===== config.mk =====
export PLATFORM = sky130hd
export DESIGN_NAME = karatsuba_multiplier
export DESIGN_NICKNAME = d
export VERILOG_FILES = /design/src/rtl/mul_pkg.sv /design/src/rtl/shift_add_mul.sv /design/src/rtl/karatsuba_multiplier.sv
export SDC_FILE = /design/constraint.sdc
export NUM_CORES = 1
export LEC_CHECK = 0
export ABC_AREA = 1
export BUFFER_PORTS_ARGS = -buffer_cell sky130_fd_sc_hd__buf_4
export CORE_ASPECT_RATIO = 0.9
export CORE_MARGIN = 2
export CORE_UTILIZATION = 55
export CTS_CLUSTER_DIAMETER = 60
export DETAILED_ROUTE_END_ITERATION = 8
export PLACE_DENSITY_LB_ADDON = 0.08
export SYNTH_ARGS = -nofsm -noshare
export SYNTH_HDL_FRONTEND = slang
export SYNTH_SLANG_ARGS = --single-unit

===== constraint.sdc =====
create_clock -name Clock -period 5.4 [get_ports Clock]
set_input_delay 1.08 -clock Clock [delete_from_list [all_inputs] [get_ports Clock]]
set_output_delay 1.08 -clock Clock [all_outputs]
set_load 0.02 [all_outputs]

===== src/rtl/mul_pkg.sv =====
// Shared definitions for the Karatsuba multiplier family: FSM state encoding and the
// fixed start-to-done latency that parent blocks and benches can rely on.
package mul_pkg;

  typedef enum logic [2:0] {
    StIdle,
    StLoad,
    StMulZ0,
    StMulZ2,
    StMulZ1,
    StCombine,
    StDone
  } kmul_state_e;

  // Cycles from the accepting edge to the edge that enters DONE.
  function automatic int unsigned kmul_latency(input int unsigned width);
    return 2 + 3 * (width / 2 + 2);
  endfunction

endpackage


===== src/rtl/shift_add_mul.sv =====
// Sequential unsigned shift-add multiplier: N iterations per Start pulse (the Start edge
// itself handles bit 0), then a one-cycle Done pulse with P valid and held afterwards.
module shift_add_mul #(
  parameter int unsigned N = 9
) (
  input  logic           Clock,
  input  logic           Reset,
  input  logic           Start,
  input  logic [N-1:0]   A,
  input  logic [N-1:0]   B,
  output logic [2*N-1:0] P,
  output logic           Done
);

  localparam int unsigned CntW = $clog2(N + 1);

  logic [N-1:0]   a_sh_q;
  logic [2*N-1:0] b_sh_q;
  logic [2*N-1:0] acc_q;
  logic [CntW-1:0] cnt_q;
  logic           busy_q;
  logic           done_q;
  logic [2*N-1:0] b_ext;

  assign b_ext = {{N{1'b0}}, B};

  always_ff @(posedge Clock or negedge Reset) begin
    if (!Reset) begin
      a_sh_q <= '0;
      b_sh_q <= '0;
      acc_q  <= '0;
      cnt_q  <= '0;
      busy_q <= 1'b0;
      done_q <= 1'b0;
    end else begin
      done_q <= 1'b0;
      if (Start) begin
        acc_q  <= A[0] ? b_ext : '0;
        a_sh_q <= A >> 1;
        b_sh_q <= b_ext << 1;
        cnt_q  <= CntW'(N - 1);
        busy_q <= 1'b1;
      end else if (busy_q) begin
        if (a_sh_q[0]) begin
          acc_q <= acc_q + b_sh_q;
        end
        a_sh_q <= a_sh_q >> 1;
        b_sh_q <= b_sh_q << 1;
        cnt_q  <= cnt_q - CntW'(1);
        if (cnt_q == CntW'(1)) begin
          busy_q <= 1'b0;
          done_q <= 1'b1;
        end
      end
    end
  end

  assign P    = acc_q;
  assign Done = done_q;

endmodule


===== src/rtl/karatsuba_multiplier.sv =====
// Sequential Karatsuba multiplier: three partial products on one time-shared shift-add
// unit, sign-magnitude handling around an unsigned core, fixed operand-independent latency.
module karatsuba_multiplier
  import mul_pkg::*;
#(
  parameter int unsigned WIDTH  = 16,
  parameter bit          SIGNED = 1'b1
) (
  input  logic               Clock,
  input  logic               Reset,
  input  logic               Start,
  input  logic [WIDTH-1:0]   Multiplier,
  input  logic [WIDTH-1:0]   Multiplicand,
  output logic [2*WIDTH-1:0] Product,
  output logic               Done,
  output logic               Busy
);

  localparam int unsigned H  = WIDTH / 2;
  localparam int unsigned N  = H + 1;
  localparam int unsigned PW = 2 * N;
  localparam int unsigned MW = 2 * WIDTH + 2;

  kmul_state_e state_q, state_d;

  logic [WIDTH-1:0]   a_q, b_q;
  logic               sign_q;
  logic [H-1:0]       alo_q, ahi_q, blo_q, bhi_q;
  logic [H:0]         sx_q, sy_q;
  logic [PW-1:0]      z0_q, z2_q;
  logic [2*WIDTH-1:0] product_q;
  logic               launch_q;

  logic [N-1:0]       sub_a, sub_b;
  logic               sub_start;
  logic [PW-1:0]      sub_p;
  logic               sub_done;

  logic [WIDTH-1:0]   mag_a, mag_b;
  logic [PW-1:0]      z1;
  logic [MW-1:0]      mag_wide;
  logic [2*WIDTH-1:0] mag, result;

  // State register
  always_ff @(posedge Clock or negedge Reset) begin
    if (!Reset) begin
      state_q <= StIdle;
    end else begin
      state_q <= state_d;
    end
  end

  // Next-state logic
  always_comb begin
    state_d = state_q;
    case (state_q)
      StIdle:    if (Start) state_d = StLoad;
      StLoad:    state_d = StMulZ0;
      StMulZ0:   if (sub_done) state_d = StMulZ2;
      StMulZ2:   if (sub_done) state_d = StMulZ1;
      StMulZ1:   if (sub_done) state_d = StCombine;
      StCombine: state_d = StDone;
      StDone:    if (!Start) state_d = StIdle;
      default:   state_d = StIdle;
    endcase
  end

  // Output / sub-multiplier steering
  always_comb begin
    sub_a = '0;
    sub_b = '0;
    case (state_q)
      StMulZ0: begin
        sub_a = {1'b0, alo_q};
        sub_b = {1'b0, blo_q};
      end
      StMulZ2: begin
        sub_a = {1'b0, ahi_q};
        sub_b = {1'b0, bhi_q};
      end
      StMulZ1: begin
        sub_a = sx_q;
        sub_b = sy_q;
      end
      default: ;
    endcase
    sub_start = launch_q;
    Busy      = (state_q != StIdle) && (state_q != StDone);
    Done      = (state_q == StDone);
  end

  // Launch pulse on the first cycle of each MUL phase.
  always_ff @(posedge Clock or negedge Reset) begin
    if (!Reset) begin
      launch_q <= 1'b0;
    end else begin
      launch_q <= (state_d != state_q) &&
                  ((state_d == StMulZ0) || (state_d == StMulZ2) || (state_d == StMulZ1));
    end
  end

  // Magnitudes: two's-complement negation maps the most negative value onto 2^(W-1).
  always_comb begin
    mag_a = (SIGNED && a_q[WIDTH-1]) ? -a_q : a_q;
    mag_b = (SIGNED && b_q[WIDTH-1]) ? -b_q : b_q;
  end

  // Recombination; p1 is still held at the sub-multiplier output during COMBINE.
  always_comb begin
    z1       = sub_p - z2_q - z0_q;
    mag_wide = (MW'(z2_q) << WIDTH) + (MW'(z1) << H) + MW'(z0_q);
    mag      = mag_wide[2*WIDTH-1:0];
    result   = sign_q ? -mag : mag;
  end

  always_ff @(posedge Clock or negedge Reset) begin
    if (!Reset) begin
      a_q       <= '0;
      b_q       <= '0;
      sign_q    <= 1'b0;
      alo_q     <= '0;
      ahi_q     <= '0;
      blo_q     <= '0;
      bhi_q     <= '0;
      sx_q      <= '0;
      sy_q      <= '0;
      z0_q      <= '0;
      z2_q      <= '0;
      product_q <= '0;
    end else begin
      case (state_q)
        StIdle: begin
          if (Start) begin
            a_q <= Multiplier;
            b_q <= Multiplicand;
          end
        end
        StLoad: begin
          sign_q <= SIGNED && (a_q[WIDTH-1] ^ b_q[WIDTH-1]);
          alo_q  <= mag_a[H-1:0];
          ahi_q  <= mag_a[WIDTH-1:H];
          blo_q  <= mag_b[H-1:0];
          bhi_q  <= mag_b[WIDTH-1:H];
          sx_q   <= {1'b0, mag_a[WIDTH-1:H]} + {1'b0, mag_a[H-1:0]};
          sy_q   <= {1'b0, mag_b[WIDTH-1:H]} + {1'b0, mag_b[H-1:0]};
        end
        StMulZ0:   if (sub_done) z0_q <= sub_p;
        StMulZ2:   if (sub_done) z2_q <= sub_p;
        StCombine: product_q <= result;
        default: ;
      endcase
    end
  end

  assign Product = product_q;

  shift_add_mul #(
    .N(N)
  ) u_shift_add_mul (
    .Clock (Clock),
    .Reset (Reset),
    .Start (sub_start),
    .A     (sub_a),
    .B     (sub_b),
    .P     (sub_p),
    .Done  (sub_done)
  );

endmodule


# Word level (Yosys, flattened, before mapping)
# Cells that the tools add are included.
# classes
n_eq_ne,12
reduce_logical,12
n_bitwise,1
add_sub_neg,11
n_mux,27
# op_table
cell,count
$mux W18,5
$pmux W9 S3,2
$sub A18 B18 Y18,2
$add A32 B18 Y32,1
$add A32 B26 Y32,1
$mux W16,2
$mux W32,1
$neg A16 Y16,2
$neg A32 Y32,1
$mux W9,3
$pmux W3 S7,1
$add A18 B18 Y18,1
$add A8 B8 Y9,2
$mux W3,5
$eq A3 B2 Y1 const B,4
$eq A3 B3 Y1 const B,4
$mux W4,2
$reduce_and A2 Y1,4
$mux W1,6
$eq A4 B1 Y1 const B,1
$reduce_bool A2 Y1,2
$sub A4 B1 Y4 const B,1
$eq A3 B1 Y1 const B,1
$logic_not A3 Y1,1
other kinds (6),8
# word_totals
inputBits,35
out_inout_bits,34
register_bits,206
word_cells,83

# Longest topological paths before layout
# Gate-level depths: netlist (run 1).
# logic_depth
word_depth,6
ltp_mapped,32
mapped_depth_nobuf,32

# By module
# Synthesis (run 1) repeated with hierarchy kept, for this count alone.
# hier_totals
cells_unflattened,1915
hier_area_um2,14191.1
# by_module_without_submodules
mod,instances,cells_per_inst,seq_area_each_um2,area_each_um2
karatsuba_multiplier,1,1502,3878.7,11051.8
shift_add_mul,1,413,1226.2,3139.3

# Worst setup path after synthesis (run 1)
# OpenSTA, ideal clock, no wires.
# synth_path
kind,flip-flop to flip-flop
from,register z0_q[3]
to,register product_q[31] (netlist: Product[31])
slack_ns,0.974
required_time_ns,5.282
t_arrival_ns,4.308
setup_ns,0.118
stages_incl_launch_ff,32
synth_period_minus_slack_ns,4.426
path_cell_list,dfrtp_1 inv_1 fa_1 ha_1 inv_1 o21bai_1 nand3_1 nand2_1 a21oi_1 o21ai_1 a21boi_0 inv_1 a21oi_1 xor2_1 inv_1 ha_1 ha_1 nand2_1 inv_1 nand2_1 nor3_1 nand3_1 nand3_1 nand2_1 nand2_1 nand2_1 nor2_1 nand3_1 nand2_1 nand2_1 nand3_1 nand2_1
# synth_via
elab_chain_len,5
# synth_lines
element,line_no,text
start: declaration,karatsuba_multiplier.sv:30,"logic [PW-1:0] z0_q, z2_q;"
start signal: assignment,karatsuba_multiplier.sv:147,StMulZ0: if (sub_done) z0_q <= sub_p;
$sub A18 B18 Y18,karatsuba_multiplier.sv:110,z1 = sub_p - z2_q - z0_q;
$add A32 B26 Y32,karatsuba_multiplier.sv:111,mag_wide = (MW'(z2_q) << WIDTH) + (MW'(z1) << H) + MW'(z0_q);
$add A32 B18 Y32 *,karatsuba_multiplier.sv:111,
$neg A32 Y32,karatsuba_multiplier.sv:113,result = sign_q ? -mag : mag;
$mux W32 *,karatsuba_multiplier.sv:113,
end signal: assignment,karatsuba_multiplier.sv:149,StCombine: product_q <= result;
end: declaration,karatsuba_multiplier.sv:31,logic [2*WIDTH-1:0] product_q;
# Every way passes the cells marked *; elsewhere a longest branch is shown, timed or not.
# A chain may end at the register's enable or synchronous reset.

# Final worst setup path (run 1)
# layout_path
from,register z0_q[3]
to,register product_q[22] (netlist: Product[22])
# The elaborated chain is that of the path after synthesis.

==> impl_metrics.csv, run 1 <==
group,metric,value,unit
clock_tree,numCtsBuffers,25,
die,boundaryPins,69,
yosys,yosysUniqueCellTypes,53,
critical_path,critPathMaxFanout,6,
yosys,async_reset_ff_share,100,%
die,num_rows,54,
clock_tree,clkTransAtPathRegs,60,ps
sta,finalCritPeriodShare,93.5,%
route,dr.pass1.iters,5,
clock_tree,cts_num_sinks,204,
clock_tree,clk_latency,540,ps
yosys,synth-edff-count,0,
route,ant_nets,0,
worst_hold_path,hold_path_class,"reg -> reg",
sta,clock_skew,18.4,ps
critical_path,critical_path_arrival,5450,ps
sta,fin_crit,5050,ps
die,fp.dieH,154,µm
route,vias_per_cell,5.34,
route,drt_iter0_markers,881,
clock_tree,clock-root-buffer,"clkbuf_16",
route,via_count,12100,
route,drc,0,
sta,tns,0,ps
yosys,ys_seq_elements,204,
placed_design,dp_slack,260,ps
clock_tree,hold_buffers,0,
die,die_area,26300,µm²
die,core_region_area,24400,µm²
sta,tightestPinTransition,1200,ps
critical_path,worstPathRequired,5800,ps
grt,grt_overflow,0,
layout,drive_above_1_share,10.6,%
layout,fin_area,15600,µm²
layout,layout_commonest_cell,"nand2_1",
clock_tree,htree_levels,1,
placed_design,place_congestion,0.934,
grt,grt_max_degree,112,
layout,syn2layout_area_growth,13.4,%
layout,n_fill_cell,2218,
clock_tree,cts_tree,"yes",
sta,setup_viol,0,
route,wl_per_cell,16.7,µm
layout,final_util,64.0,%
yosys,ys.flop_type,"dfrtp_1",
placed_design,detailed_place.area,14700,µm²
clock_tree,cts_buffer_depth,3,
yosys,yosysSeqAreaShare,37.1,%
grt,grt_pass1_wl,60.8,mm
placed_design,io_buffers,68,
sta,slew_viol_final,0,
yosys,netlist_area,13800,µm²
yosys,synth_nets,1989,
route,finalWirelength,37.9,mm
layout,fin_nets,2054,
layout,final_cell_mix,"nand2_1 (540), inv_1 (212), dfrtp_1 (204)",
grt,track_usage,29.4,%
yosys,netlist_instances,1843,
run_status,outcome,"complete, no violations",
grt,antenna_found_initial,1,
die,die_x,171,µm
critical_path,worstSetupStartpointType,"flop",
sta,fin_ws,353,ps
grt,grt_pass1_vias,11600,
layout,multi_input_area,7660,µm²
yosys,avgSynthCellArea,7.47,µm²
sta,relSlewSlack,19.9,%
layout,regArea,5100,µm²
die,initial_core_util,56.5,%
sta,finalHoldViolations,0,
job,drv_cap,0,
placed_design,hpwlAfterDp,29.1,mm
critical_path,worstSetupPathType,"reg -> reg",
yosys,yosysWarnings,0,
sta,clock.fmax,0.198,GHz
critical_path,end_kind,"flop",
area by class of cell:
type / count / share of cell area, %
flip-flops and latches: 204 / 32.7
diodes: 1 / 0.0160
inverters: 227 / 5.45
clock inverters: 13 / 1.28
repair buffers: 89 / 4.40
multi-input cells: 1361 / 49.0
clock buffers: 33 / 4.45
well taps: 336 / 2.69
cells in the mapped netlist, types with 2 or more instances:
library cell | n | area share [%]
nand2_1 | 541 | 15
inv_1 | 212 | 5.8
dfrtp_1 | 204 | 37
nor2_1 | 150 | 4.1
o21ai_0 | 133 | 4.8
nand3_1 | 102 | 3.7
ha_1 | 88 | 8.0
a21oi_1 | 86 | 3.1
xor2_1 | 69 | 4.4
clkbuf_1 | 45 | 1.2
fa_1 | 23 | 3.3
a31oi_1 | 16 | 0.73
nor3_1 | 16 | 0.58
nand4_1 | 12 | 0.54
o22ai_1 | 12 | 0.54
inv_2 | 11 | 0.30
nand2_2 | 11 | 0.50
xnor2_1 | 11 | 0.70
mux2_2 | 10 | 0.82
nor2_2 | 10 | 0.45
o211ai_1 | 8 | 0.44
o21ai_1 | 8 | 0.29
nand3_2 | 7 | 0.51
nor4_1 | 5 | 0.23
o31ai_1 | 5 | 0.27
a21o_1 | 4 | 0.22
clkinv_1 | 4 | 0.11
a211oi_1 | 3 | 0.16
buf_1 | 3 | 0.082
nand2_4 | 3 | 0.25
a21boi_0 | 2 | 0.11
a22oi_1 | 2 | 0.11
buf_2 | 2 | 0.073
nand3b_1 | 2 | 0.11
nor2_4 | 2 | 0.16
o2111ai_1 | 2 | 0.13
o21bai_1 | 2 | 0.11
or2_2 | 2 | 0.091
routing by layer:
layer / track usage [%] / routed length (µm) / part of all wire [%] / vias to the layer above
li1: - / - / - / 6066
met1: 40.5 / 16700 / 44 / 5682
met2: 47.8 / 17700 / 47 / 282
met3: 4.58 / 2050 / 5.4 / 66
met4: 9.48 / 1370 / 3.6 / 0
met5: 0 / 0 / 0 / -
flip-flops by register name, summed over array words and instances (netlist names):
name and cells:
Product 32, a_q 16, ahi_q 8, alo_q 8, b_q 16, bhi_q 8
blo_q 8, launch_q 1, sign_q 1, state_q 3, sx_q 9, sy_q 9
u_shift_add_mul.Done 1, u_shift_add_mul.P 18, u_shift_add_mul.a_sh_q 8, u_shift_add_mul.b_sh_q 17, u_shift_add_mul.busy_q 1, u_shift_add_mul.cnt_q 4
z0_q 18, z2_q 18
through the flow:
stage | hold WS [ps] | std cells
4_1_cts | 474 | 2261
3_3_place_gp | 453 | 2215
6_report | 471 | 2264
3_5_place_dp | 459 | 2215
5_1_grt | 496 | 2263
2_1_floorplan | 442 | 1843
kinds of logic (layout without fill, tap and decap cells):
family	Yosys count	in the layout	share of synthesized area, %
multiplexers	10	10	0.818
XOR/XNOR	81	81	5.20
other	0	1	0
adder cells (fa/ha/maj)	111	111	11.3
buffers and inverters	278	362	7.62
AO/OA/AOI/OAI	291	291	11.7
flip-flops	204	204	37.1
AND/OR/NAND/NOR	868	868	26.3
what timing repair did:
item,CTS,global route
gates resized for setup,0,10
setup buffers,0,2
setup endpoints to repair,0,10
critical path: stages (launching register included):
cell      delay, ps
dfrtp_1         420
inv_1           120
fa_1            420
ha_1            370
inv_1            70
o21bai_1        190
nand3_1          90
nand2_1          80
a21oi_2          50
o21ai_2         290
buf_4           180
xnor2_1          70
fa_1            520
inv_1            50
ha_1            390
nand2_2         150
inv_1            50
nand2_1          60
nand2_1          70
inv_1            90
nand3_1         120
nand2_1         140
nand2_1         100
nor2_1          170
nand3_2         140
o21ai_4         200
xor2_1          220
o21ai_1          80
final timing paths:
path / from / end / slack [ps] / cells after the start
setup / recovery: z0_q[3] / Product[22] / 350 / 27
hold / removal: sy_q[1] / sy_q[1] / 470 / 2
setup reg to reg: z0_q[3] / Product[22] / 350 / 27
hold reg to reg: sy_q[1] / sy_q[1] / 470 / 2
max in group asynchronous: Reset / alo_q[4] / 3680 / 2
min in group asynchronous: Reset / z0_q[11] / 640 / 1
Power of run 1 is left out: the tool's default activity adds up to more than one toggle a clock period on the data nets, which glitch-free logic cannot reach.
==> run 2, diff against run 1 <==
CELL_PAD_IN_SITES_DETAIL_PLACEMENT = 1   (was unset)
CELL_PAD_IN_SITES_GLOBAL_PLACEMENT = 1   (was unset)
CORE_UTILIZATION = 46   (was 55)
==> run 2 against run 1 <==
Wire length up 14%; maximum frequency rose by 1.1%; first-iteration DRC count down 27%; core utilization decreased by 11 points; non-clock buffer count rose by 1; critical path depth increased by 1; clock skew rose by 2.5 ps; hold slack gained 15 ps; critical endpoint is now Product[28]; largest cell class unchanged.
==> impl_metrics.csv, run 2 (synthesis gave the netlist of run 1 again) <==
group,metric,value,unit
run_status,outcome,"complete, no violations",
die,core_region_area,29700,µm²
die,num_rows,60,
worst_hold_path,hold_path_class,"reg -> reg",
route,drt_iter0_markers,641,
layout,fin_nets,2057,
critical_path,r2r-start,"z2_q[3]",
worst_hold_path,hold_path_end,"bhi_q[3]",
die,initial_core_util,46.5,%
critical_path,critPathMaxFanout,5,
clock_tree,cts_tree,"yes",
sta,tightestPinTransition,969,ps
route,via_count,12600,
layout,final_cell_mix,"nand2_1 (541), inv_1 (212), dfrtp_1 (204)",
clock_tree,htree_levels,1,
layout,syn2layout_area_growth,14.0,%
clock_tree,postCtsSetupBuffers,0,
route,dr.pass1.iters,5,
grt,antenna_found_initial,0,
grt,grt_pass1_vias,13100,
critical_path,path_delay_family,"adder cells",
sta,setup_viol,0,
critical_path,critical_path_arrival,5410,ps
placed_design,hpwlAfterDp,33.6,mm
job,drv_cap,0,
sta,clock_skew,20.8,ps
placed_design,io_buffers,68,
sta,tns,0,ps
die,boundaryPins,69,
sta,fin_ws,408,ps
layout,num_antenna_cells,0,
critical_path,reg2reg_to,"Product[28]",
clock_tree,numCtsBuffers,27,
clock_tree,cts_buffer_depth,3,
route,wl_per_cell,18.4,µm
layout,drive_above_1_share,11.0,%
critical_path,worstSetupStartpointType,"flop",
critical_path,end_kind,"flop",
sta,slew_viol_final,0,
clock_tree,clock-root-buffer,"clkbuf_16",
route,finalWirelength,43.0,mm
critical_path,worstSetupPathType,"reg -> reg",
critical_path,worstPathRequired,5820,ps
clock_tree,cts-resized-gates,0,
clock_tree,clkTransAtPathRegs,60,ps
layout,largest_register_ff_count,32,
sta,fin_crit,4990,ps
route,vias_per_cell,5.40,
grt,grt_pass1_wl,69.9,mm
critical_path,crit_slowest_cell,"fa_1",
worst_hold_path,hold_depth,2,
sta,relSlewSlack,35.3,%
grt,track_usage,27.7,%
worst_hold_path,hp-start,"bhi_q[3]",
sta,finalCritPeriodShare,92.4,%
die,fp.dieH,168,µm
sta,clock.fmax,0.200,GHz
die,die_x,186,µm
critical_path,reg2regPathDepth,28,
grt,grt_max_degree,89,
clock_tree,hold_buffers,0,
clock_tree,clk_latency,550,ps
sta,rsz0062_at_grt,"no",
route,drc,0,
die,die_area,31300,µm²
critical_path,startpoint,"z2_q[3]",
critical_path,crit_buf_inv,4,
placed_design,dp_slack,211,ps
layout,n_fill_cell,3759,
clock_tree,cts_num_sinks,204,
critical_path,cp_common_cell,"nand2_1",
placed_design,place_congestion,0.884,
critical_path,critPathMaxStageDelay,500,ps
grt,grt_overflow,0,
sta,finalHoldViolations,0,
critical_path,reg2reg_slack,410,ps
layout,layout_commonest_cell,"nand2_1",
route,ant_nets,0,
==> run 2: layout make-up <==
cell class | instances | area (µm²) | share of cell area (%)
multi-input combinational | 1361 | 7670 | 48.9
sequential | 204 | 5100 | 32.5
inverter | 227 | 852 | 5.43
clock buffer | 36 | 759 | 4.84
timing repair buffer | 90 | 694 | 4.42
tap | 403 | 504 | 3.21
clock inverter | 14 | 109 | 0.693
==> run 2: per-stage QoR <==
step	instance area, µm²	util [%]	hold WS, ps	cells
2_1_floorplan	13800	-	442	1843
3_3_place_gp	14800	49.9	454	2285
3_5_place_dp	14800	49.9	467	2285
4_1_cts	15700	52.8	484	2335
5_1_grt	15700	52.9	518	2335
6_report	15700	52.9	486	2335
==> run 2: layer usage <==
layer  wire length, µm  part of all wire, %  vias up  track usage [%]
met2             20300                   47      209             47.2
met3              1400                  3.2       63             2.94
li1                  -                    -     6087                -
met5                 0                    0        -                0
met4              1030                  2.4        0             6.92
met1             20300                   47     6241             38.1
==> run 2: worst max path at each step <==
stage / endpoint / slack (ps) / depth (start not counted)
3_3_place_gp: Product[31] / 290 / 30
3_5_place_dp: Product[30] / 210 / 29
2_1_floorplan: Product[31] / 970 / 31
6_report: Product[28] / 410 / 28
4_1_cts: Product[30] / 160 / 29
5_1_grt: Product[30] / 10 / 27
==> run 2: worst register-to-register path: cells and delay by family (launching register included) <==
family                     cells  cell delay (ps)
adders and majority gates      4             1530
and+or+nand+nor               13             1420
AOI/OAI and AO/OA              6              950
DFF                            1              410
buffers and inverters          4              300
xor gates and xnor gates       1              250
Power of run 2 is left out for the same reason.
